[src/rtl/mem_bus_seq.sv]
// Memory bus sequencer: turns single-word read/write requests into registered
// chip/output/write enables plus per-lane write-buffer enables, never letting both drive the bus.
module mem_bus_seq #(
  parameter int AW            = 12,
  parameter int ACCESS_CYCLES = 3
) (
  input  logic          CLK,
  input  logic          RESET,
  input  logic          REQ,
  input  logic          WR,
  input  logic [AW-1:0] ADDR,
  input  logic [15:0]   WDATA,
  input  logic [1:0]    LANE_EN,
  input  logic [15:0]   MDATA_IN,
  output logic          BUSY,
  output logic          DONE,
  output logic [15:0]   RDATA_Q,
  output logic [AW-1:0] MADDR,
  output logic          MCE_,
  output logic          MOE_,
  output logic          MWE_,
  output logic          BUF_OEA_,
  output logic          BUF_OEB_,
  output logic [15:0]   MDATA_OUT
);

  typedef enum logic [1:0] {IDLE, SETUP, ACCESS, RECOVER} state_t;

  localparam logic [3:0] CNT_LOAD = 4'(ACCESS_CYCLES - 1);

  state_t        state, state_nx;
  logic [3:0]    cnt, cnt_nx;
  logic          wr_q, wr_nx;
  logic [1:0]    lane_q, lane_nx;
  logic [15:0]   rdata_nx, mdata_out_nx;
  logic [AW-1:0] maddr_nx;
  logic          busy_nx, done_nx, in_access_nx;
  logic          mce_nx, moe_nx, mwe_nx, oea_nx, oeb_nx;

  // Strobes are derived from the next state so every output leaves a flop;
  // the down-counter reaching zero marks the last ACCESS cycle (data hold for writes).
  always_comb begin
    state_nx     = state;
    cnt_nx       = cnt;
    wr_nx        = wr_q;
    lane_nx      = lane_q;
    rdata_nx     = RDATA_Q;
    maddr_nx     = MADDR;
    mdata_out_nx = MDATA_OUT;

    case (state)
      IDLE: begin
        if (REQ) begin
          state_nx     = SETUP;
          wr_nx        = WR;
          lane_nx      = LANE_EN;
          maddr_nx     = ADDR;
          mdata_out_nx = WDATA;
        end
      end
      SETUP: begin
        state_nx = ACCESS;
        cnt_nx   = CNT_LOAD;
      end
      ACCESS: begin
        if (cnt == 4'd0) begin
          state_nx = RECOVER;
          if (!wr_q) rdata_nx = MDATA_IN;
        end else begin
          cnt_nx = cnt - 4'd1;
        end
      end
      RECOVER: state_nx = IDLE;
      default: state_nx = IDLE;
    endcase

    // Read and write enables are mutually exclusive through wr_nx, so the
    // memory and the buffers can never drive the bus in the same cycle.
    in_access_nx = (state_nx == ACCESS);
    busy_nx      = (state_nx != IDLE);
    done_nx      = (state_nx == RECOVER);
    mce_nx       = !((state_nx == SETUP) || in_access_nx);
    moe_nx       = !(in_access_nx && !wr_nx);
    mwe_nx       = !(in_access_nx && wr_nx && (cnt_nx != 4'd0));
    oea_nx       = !(in_access_nx && wr_nx && lane_nx[0]);
    oeb_nx       = !(in_access_nx && wr_nx && lane_nx[1]);
  end

  always_ff @(posedge CLK) begin
    if (RESET) begin
      state     <= IDLE;
      cnt       <= 4'd0;
      wr_q      <= 1'b0;
      lane_q    <= 2'b00;
      RDATA_Q   <= 16'h0000;
      MADDR     <= '0;
      MDATA_OUT <= 16'h0000;
      BUSY      <= 1'b0;
      DONE      <= 1'b0;
      MCE_      <= 1'b1;
      MOE_      <= 1'b1;
      MWE_      <= 1'b1;
      BUF_OEA_  <= 1'b1;
      BUF_OEB_  <= 1'b1;
    end else begin
      state     <= state_nx;
      cnt       <= cnt_nx;
      wr_q      <= wr_nx;
      lane_q    <= lane_nx;
      RDATA_Q   <= rdata_nx;
      MADDR     <= maddr_nx;
      MDATA_OUT <= mdata_out_nx;
      BUSY      <= busy_nx;
      DONE      <= done_nx;
      MCE_      <= mce_nx;
      MOE_      <= moe_nx;
      MWE_      <= mwe_nx;
      BUF_OEA_  <= oea_nx;
      BUF_OEB_  <= oeb_nx;
    end
  end

endmodule

[config.mk]
export PLATFORM = sky130hd
export DESIGN_NAME = mem_bus_seq
export DESIGN_NICKNAME = d
export VERILOG_FILES = /design/src/rtl/mem_bus_seq.sv
export SDC_FILE = /design/constraint.sdc
export NUM_CORES = 1
export LEC_CHECK = 0
export ABC_AREA = 1
export BUFFER_PORTS_ARGS = -buffer_cell sky130_fd_sc_hd__buf_2
export CORE_MARGIN = 2
export CORE_UTILIZATION = 45
export CTS_CLUSTER_DIAMETER = 120
export DETAILED_ROUTE_END_ITERATION = 7
export MAX_ROUTING_LAYER = met4
export PLACE_DENSITY = 0.77
export SLEW_MARGIN = 20
export SYNTH_ARGS = -nofsm -noshare
export SYNTH_HDL_FRONTEND = slang
export SYNTH_SLANG_ARGS = --single-unit
[constraint.sdc]
create_clock -name CLK -period 1.81 [get_ports CLK]
set_input_delay 0.362 -clock CLK [delete_from_list [all_inputs] [get_ports CLK]]
set_output_delay 0.362 -clock CLK [all_outputs]
set_load 0.02 [all_outputs]
# --- After elaboration in Yosys (flattened, before gate mapping) ---
# Cells that the tools add are included.
classes:
  addsub: 1
  n_eq_ne: 6
  mux: 9
  n_bitwise: 1
  reduce_logical: 18
op_table:
  columns: ["op", "n"]
  rows:
  - ["== test 2 bit, second input constant", 4]
  - ["2-to-1 mux 2 bit", 4]
  - ["case mux 2 bit (4 select lines)", 1]
  - ["case mux 4 bit (2 select lines)", 1]
  - ["zero test 1 bit", 6]
  - ["logical AND 1 bit", 5]
  - ["== test 2 x 1 -> 1 bit, second input constant", 2]
  - ["zero test 4 bit", 1]
  - ["2-to-1 mux 4 bit", 1]
  - ["nonzero test 4 bit", 1]
  - ["subtractor 4 x 1 -> 4 bit, second input constant", 1]
  - ["AND reduction 3 bit", 1]
  - ["zero test 2 bit", 1]
  - ["2-to-1 mux 1 bit", 2]
  - ["AND reduction 2 bit", 1]
  - ["nonzero test 2 bit", 1]
  - ["logical OR 1 bit", 1]
  - ["NOT 1 bit", 1]
totals:
  regBits: 60
  in_bits: 50

# --- Longest topological paths before layout ---
logic_depth:
  depth_word: 7
  depth_mapped: 10

# --- Worst setup path after synthesis ---
# Ideal clock, no wire load.
synth_path:
  path_type: "flip-flop to flip-flop"
  from: "register cnt[0]"
  to: "register MCE_"
  setup_time_ns: 0.123
  arrival_ns: 1.497
  required_ns: 1.687
  setup_slack_ns: 0.189
  path_stages_with_launch: 9
  n_path_buf: 0
  period_less_slack_ns: 1.621
  path_cell_list: "dfxtp_1 inv_1 ha_1 nand2_2 nand2_1 nand3_1 o21a_1 ha_1 or2_2"
synth_between:
  elab_chain_cells: 6
  elab_cells_between_ends: 7
  cone_classes: "eq/ne (2); mux (2); reduce/logical (3)"
synth_rtl:
  columns: ["item", "line", "text"]
  rows:
  - ["from (decl)", "32", "logic [3:0] cnt, cnt_nx;"]
  - ["from (signal assigned)", "107", "cnt <= cnt_nx;"]
  - ["zero test 4 bit (*)", "66", "if (cnt == 4'd0) begin"]
  - ["2-to-1 mux 2 bit (*)", "66", null]
  - ["case mux 2 bit (4 select lines) (*)", "51", "case (state)"]
  - ["== test 2 x 1 -> 1 bit or == test 2 bit (tied branches)", "82, 79", null]
  - ["logical OR 1 bit (*)", "82", "mce_nx = !((state_nx == SETUP) || in_access_nx);"]
  - ["zero test 1 bit (*)", "82", null]
  - ["named net mce_nx", "38", "logic mce_nx, moe_nx, mwe_nx, oea_nx, oeb_nx;"]
  - ["to (signal assigned)", "115", "MCE_ <= mce_nx;"]
  - ["to (decl)", "19", "output logic MCE_,"]
# Mark *: on every way through the listed nets, which the timed path passes. The rest lies on a longest branch.
# A chain may end at the register's enable or synchronous reset.

# --- Worst setup path after layout ---
# Ends and elaborated chain as after synthesis.

==> flow_summary.json <==
{
  "core_area_mm2": 0.00482,
  "grt_max_degree": 33,
  "worstHoldStart": "WDATA[0]",
  "dr.pass1.iters": 4,
  "synth-seq-area-share_pct": 52.6,
  "ctsHoldBuffers": 0,
  "hold_viol": 0,
  "clk_pin_slew_worst_paths_ns": 0.06,
  "fillers": 455,
  "powerDensity_mw_per_mm2": 1310,
  "crit_path_start_kind": "flop",
  "clock_latency_ns": 0.33,
  "antenna_found_initial": 0,
  "cts_buffer_depth": 2,
  "required_ns": 2.02,
  "hp-class": "input pin to flop",
  "gr-total-overflow": 0,
  "min_path_cells": 3,
  "fmax_mhz": 589,
  "synth_top_cell_area_share_pct": 52.6,
  "layout-drive-gt1-share_pct": 32.4,
  "numPortBuffers": 100,
  "period_minus_slack_ns": 1.70,
  "post_drt_wl_per_cell_um": 11.1,
  "drt_iter0_drc": 79,
  "initial_utilization_pct": 47.4,
  "ff_latch_area_mm2": 0.00120,
  "cts_sinks": 60,
  "multiInputGateArea_um2": 900,
  "ir_drop_uv": 692,
  "p_clk_share_pct": 30.1,
  "layout.nets": 455,
  "grt_pass1_wl_um": 7810,
  "syn_inst": 292,
  "synth_area_mm2": 0.00228,
  "yosysTopAreaCell": "dfxtp_1",
  "insertedDiodeCount": 0,
  "drc": 0,
  "antenna_left": 0,
  "ys_warn_count": 0,
  "rows": 25,
  "sw_frac_of_total_pct": 32.7,
  "die_w_um": 75.2,
  "tns_ns": 0,
  "hpwlAfterDp_um": 3800,
  "reg2reg_to": "MCE_$_SDFF_PP1_",
  "syn_to_final_growth_pct": 35.1,
  "path_max_fanout": 5,
  "cts_root_buffer": "clkbuf_8",
  "grt.busiest_layer": "met2",
  "fp.dieH_um": 75.2,
  "vias": 2120,
  "synth_fp_nets": 350,
  "p_seq_share_pct": 40.6,
  "h-tree-depth": 3,
  "grt_pass1_vias": 1824,
  "reg2reg_depth": 8,
  "setup_viol": 0,
  "worst_pin_slew_ns": 0.371,
  "power.switching_w": 0.00132,
  "slew_violations": 0,
  "use_met3_pct": 5.89,
  "criticalPathCategory": "flop to flop",
  "reg2reg_from": "cnt[0]$_SDFF_PP0_",
  "p_total_w": 0.00403,
  "synth.distinct_cells": 23,
  "numCtsBuffers": 9,
  "dieArea_mm2": 0.00566,
  "intPower_w": 0.00271,
  "wirelength_um": 5190,
  "period_share_pct": 93.9,
  "relSlewSlack_pct": 75.0,
  "cts_tree": "built",
  "vias_per_cell": 4.53,
  "pin_count": 101,
  "synthTopCellsByArea": "dfxtp_1 53%, nor2_1 12%, o21ai_0 7.2%, inv_1 4.9%, ha_1 4.4%",
  "use_met2_pct": 28.4,
  "worstPathArrival_ns": 1.91,
  "gr-usage-met1_pct": 24.0,
  "rrSetupSlack_ns": 0.11,
  "comb_power_share_pct": 29.4,
  "drv_cap": 0,
  "skew_ns": 0.00660,
  "min_to": "MDATA_OUT[0]$_SDFFE_PP0P_",
  "gp_congestion": 0.930,
  "cp-end-kind": "flop",
  "track_usage_pct": 19.1,
  "synth-seq-cells": 60,
  "synth.avg_cell_area_um2": 7.82,
  "rsz0062_at_grt": "false",
  "status": "completed",
  "leakagePower_nw": 1.52
}
==> synth_stat cells <==
cell       n
nor2_1    74
dfxtp_1   60
o21ai_0   33
inv_1     30
nand2_1   22
a21oi_1   18
o21ai_1   14
buf_2      8
ha_1       8
clkbuf_1   6
nand3_1    5
nand2_2    2
nor3_1     2
a31oi_1    1
clkbuf_2   1
inv_2      1
nand3b_1   1
nand4_1    1
nand4_2    1
nor2_2     1
nor2_4     1
o21a_1     1
or2_2      1
==> per-stage QoR <==
step	worst slack, ns	util (%)	cells	hold WS (ns)	cell area [um^2]
final	0.111	64.0	468	0.281	3080
after global routing	0.00849	64.0	468	0.286	3080
after CTS	0.0599	63.8	467	0.272	3070
after detailed placement	0.0762	59.6	452	0.435	2870
after global placement	0.145	59.6	452	0.428	2870
after floorplan	0.189	-	292	0.467	2280
==> worst max-delay path by stage <==
stage | startpoint | end | slack (ns)
2_1_floorplan | cnt[0]$_SDFF_PP0_ | MCE_$_SDFF_PP1_ | 0.19
3_3_place_gp | cnt[0]$_SDFF_PP0_ | MCE_$_SDFF_PP1_ | 0.15
3_5_place_dp | cnt[0]$_SDFF_PP0_ | MCE_$_SDFF_PP1_ | 0.08
4_1_cts | cnt[0]$_SDFF_PP0_ | MCE_$_SDFF_PP1_ | 0.06
5_1_grt | cnt[0]$_SDFF_PP0_ | MCE_$_SDFF_PP1_ | 0.008
6_report | cnt[0]$_SDFF_PP0_ | MCE_$_SDFF_PP1_ | 0.11
==> layer usage <==
layer / vias to the layer above / wire, um
met5: - / 0
met2: 72 / 2280
met3: 8 / 397
li1: 1130 / -
met1: 910 / 2450
met4: 0 / 68
==> logic make-up (layout without fill, tap and decap cells) <==
kind of cell             Yosys count  count (layout)  share of synthesized area [%]
AND/OR/NAND/NOR                  111             111                           20.1
buffers and inverters             46             155                           8.06
adder cells (fa/ha/maj)            8               8                           4.39
flip-flops                        60              60                           52.6
AO/OA/AOI/OAI                     67              67                           14.9
==> worst max-delay path, stage by stage (launching register included) <==
cell and delay [ns]:
dfxtp_1 0.31, inv_1 0.12, ha_2 0.24, nand2_2 0.10, nand2_1 0.07, nand3_1 0.06
o21a_1 0.13, ha_1 0.29, or2_2 0.27
==> state kept, by name, summed over array words and instances (netlist names), 2 cells and up <==
signal,cells
MADDR,12
MDATA_OUT,16
RDATA_Q,16
cnt,4
lane_q,2
state,2
==> cell usage in the layout (no fill, tap or decap), drive strengths merged <==
master | Yosys | final
nand3b | 1 | 1
bufinv | 0 | 1
nand4 | 2 | 2
o21ai | 47 | 47
a31oi | 1 | 1
clkbuf | 7 | 14
a21oi | 18 | 18
dfxtp | 60 | 60
nand2 | 24 | 24
nor3 | 2 | 2
ha | 8 | 8
or2 | 1 | 1
inv | 31 | 31
buf | 8 | 109
o21a | 1 | 1
nor2 | 76 | 76
nand3 | 5 | 5
==> power groups by stage <==
stage / registers [W] / logic [W] / clock network, W
after floorplan: 0.00190 / 0.000543 / 0
after global placement: 0.00165 / 0.00116 / 0
after detailed placement: 0.00166 / 0.00118 / 0
after CTS: 0.00164 / 0.00118 / 0.00124
after global routing: 0.00166 / 0.00133 / 0.00129
final: 0.00163 / 0.00118 / 0.00121
==> cell type report <==
class / count / share of cell area, %
Clock inverter: 1 / 0.974
Multi-Input combinational cell: 186 / 29.2
Tap cell: 67 / 2.72
Timing Repair Buffer: 109 / 18.8
Sequential cell: 60 / 38.9
Inverter: 31 / 3.77
Clock buffer: 14 / 5.60
==> repair_timing <==
action | in CTS | in global routing
hold endpoints to repair | 0 | 0
buffers inserted | 0 | 1
gates resized for setup | 0 | 1
endpoints found under the setup margin | 0 | 4
Note: power is estimated with default switching activity, not from simulation.
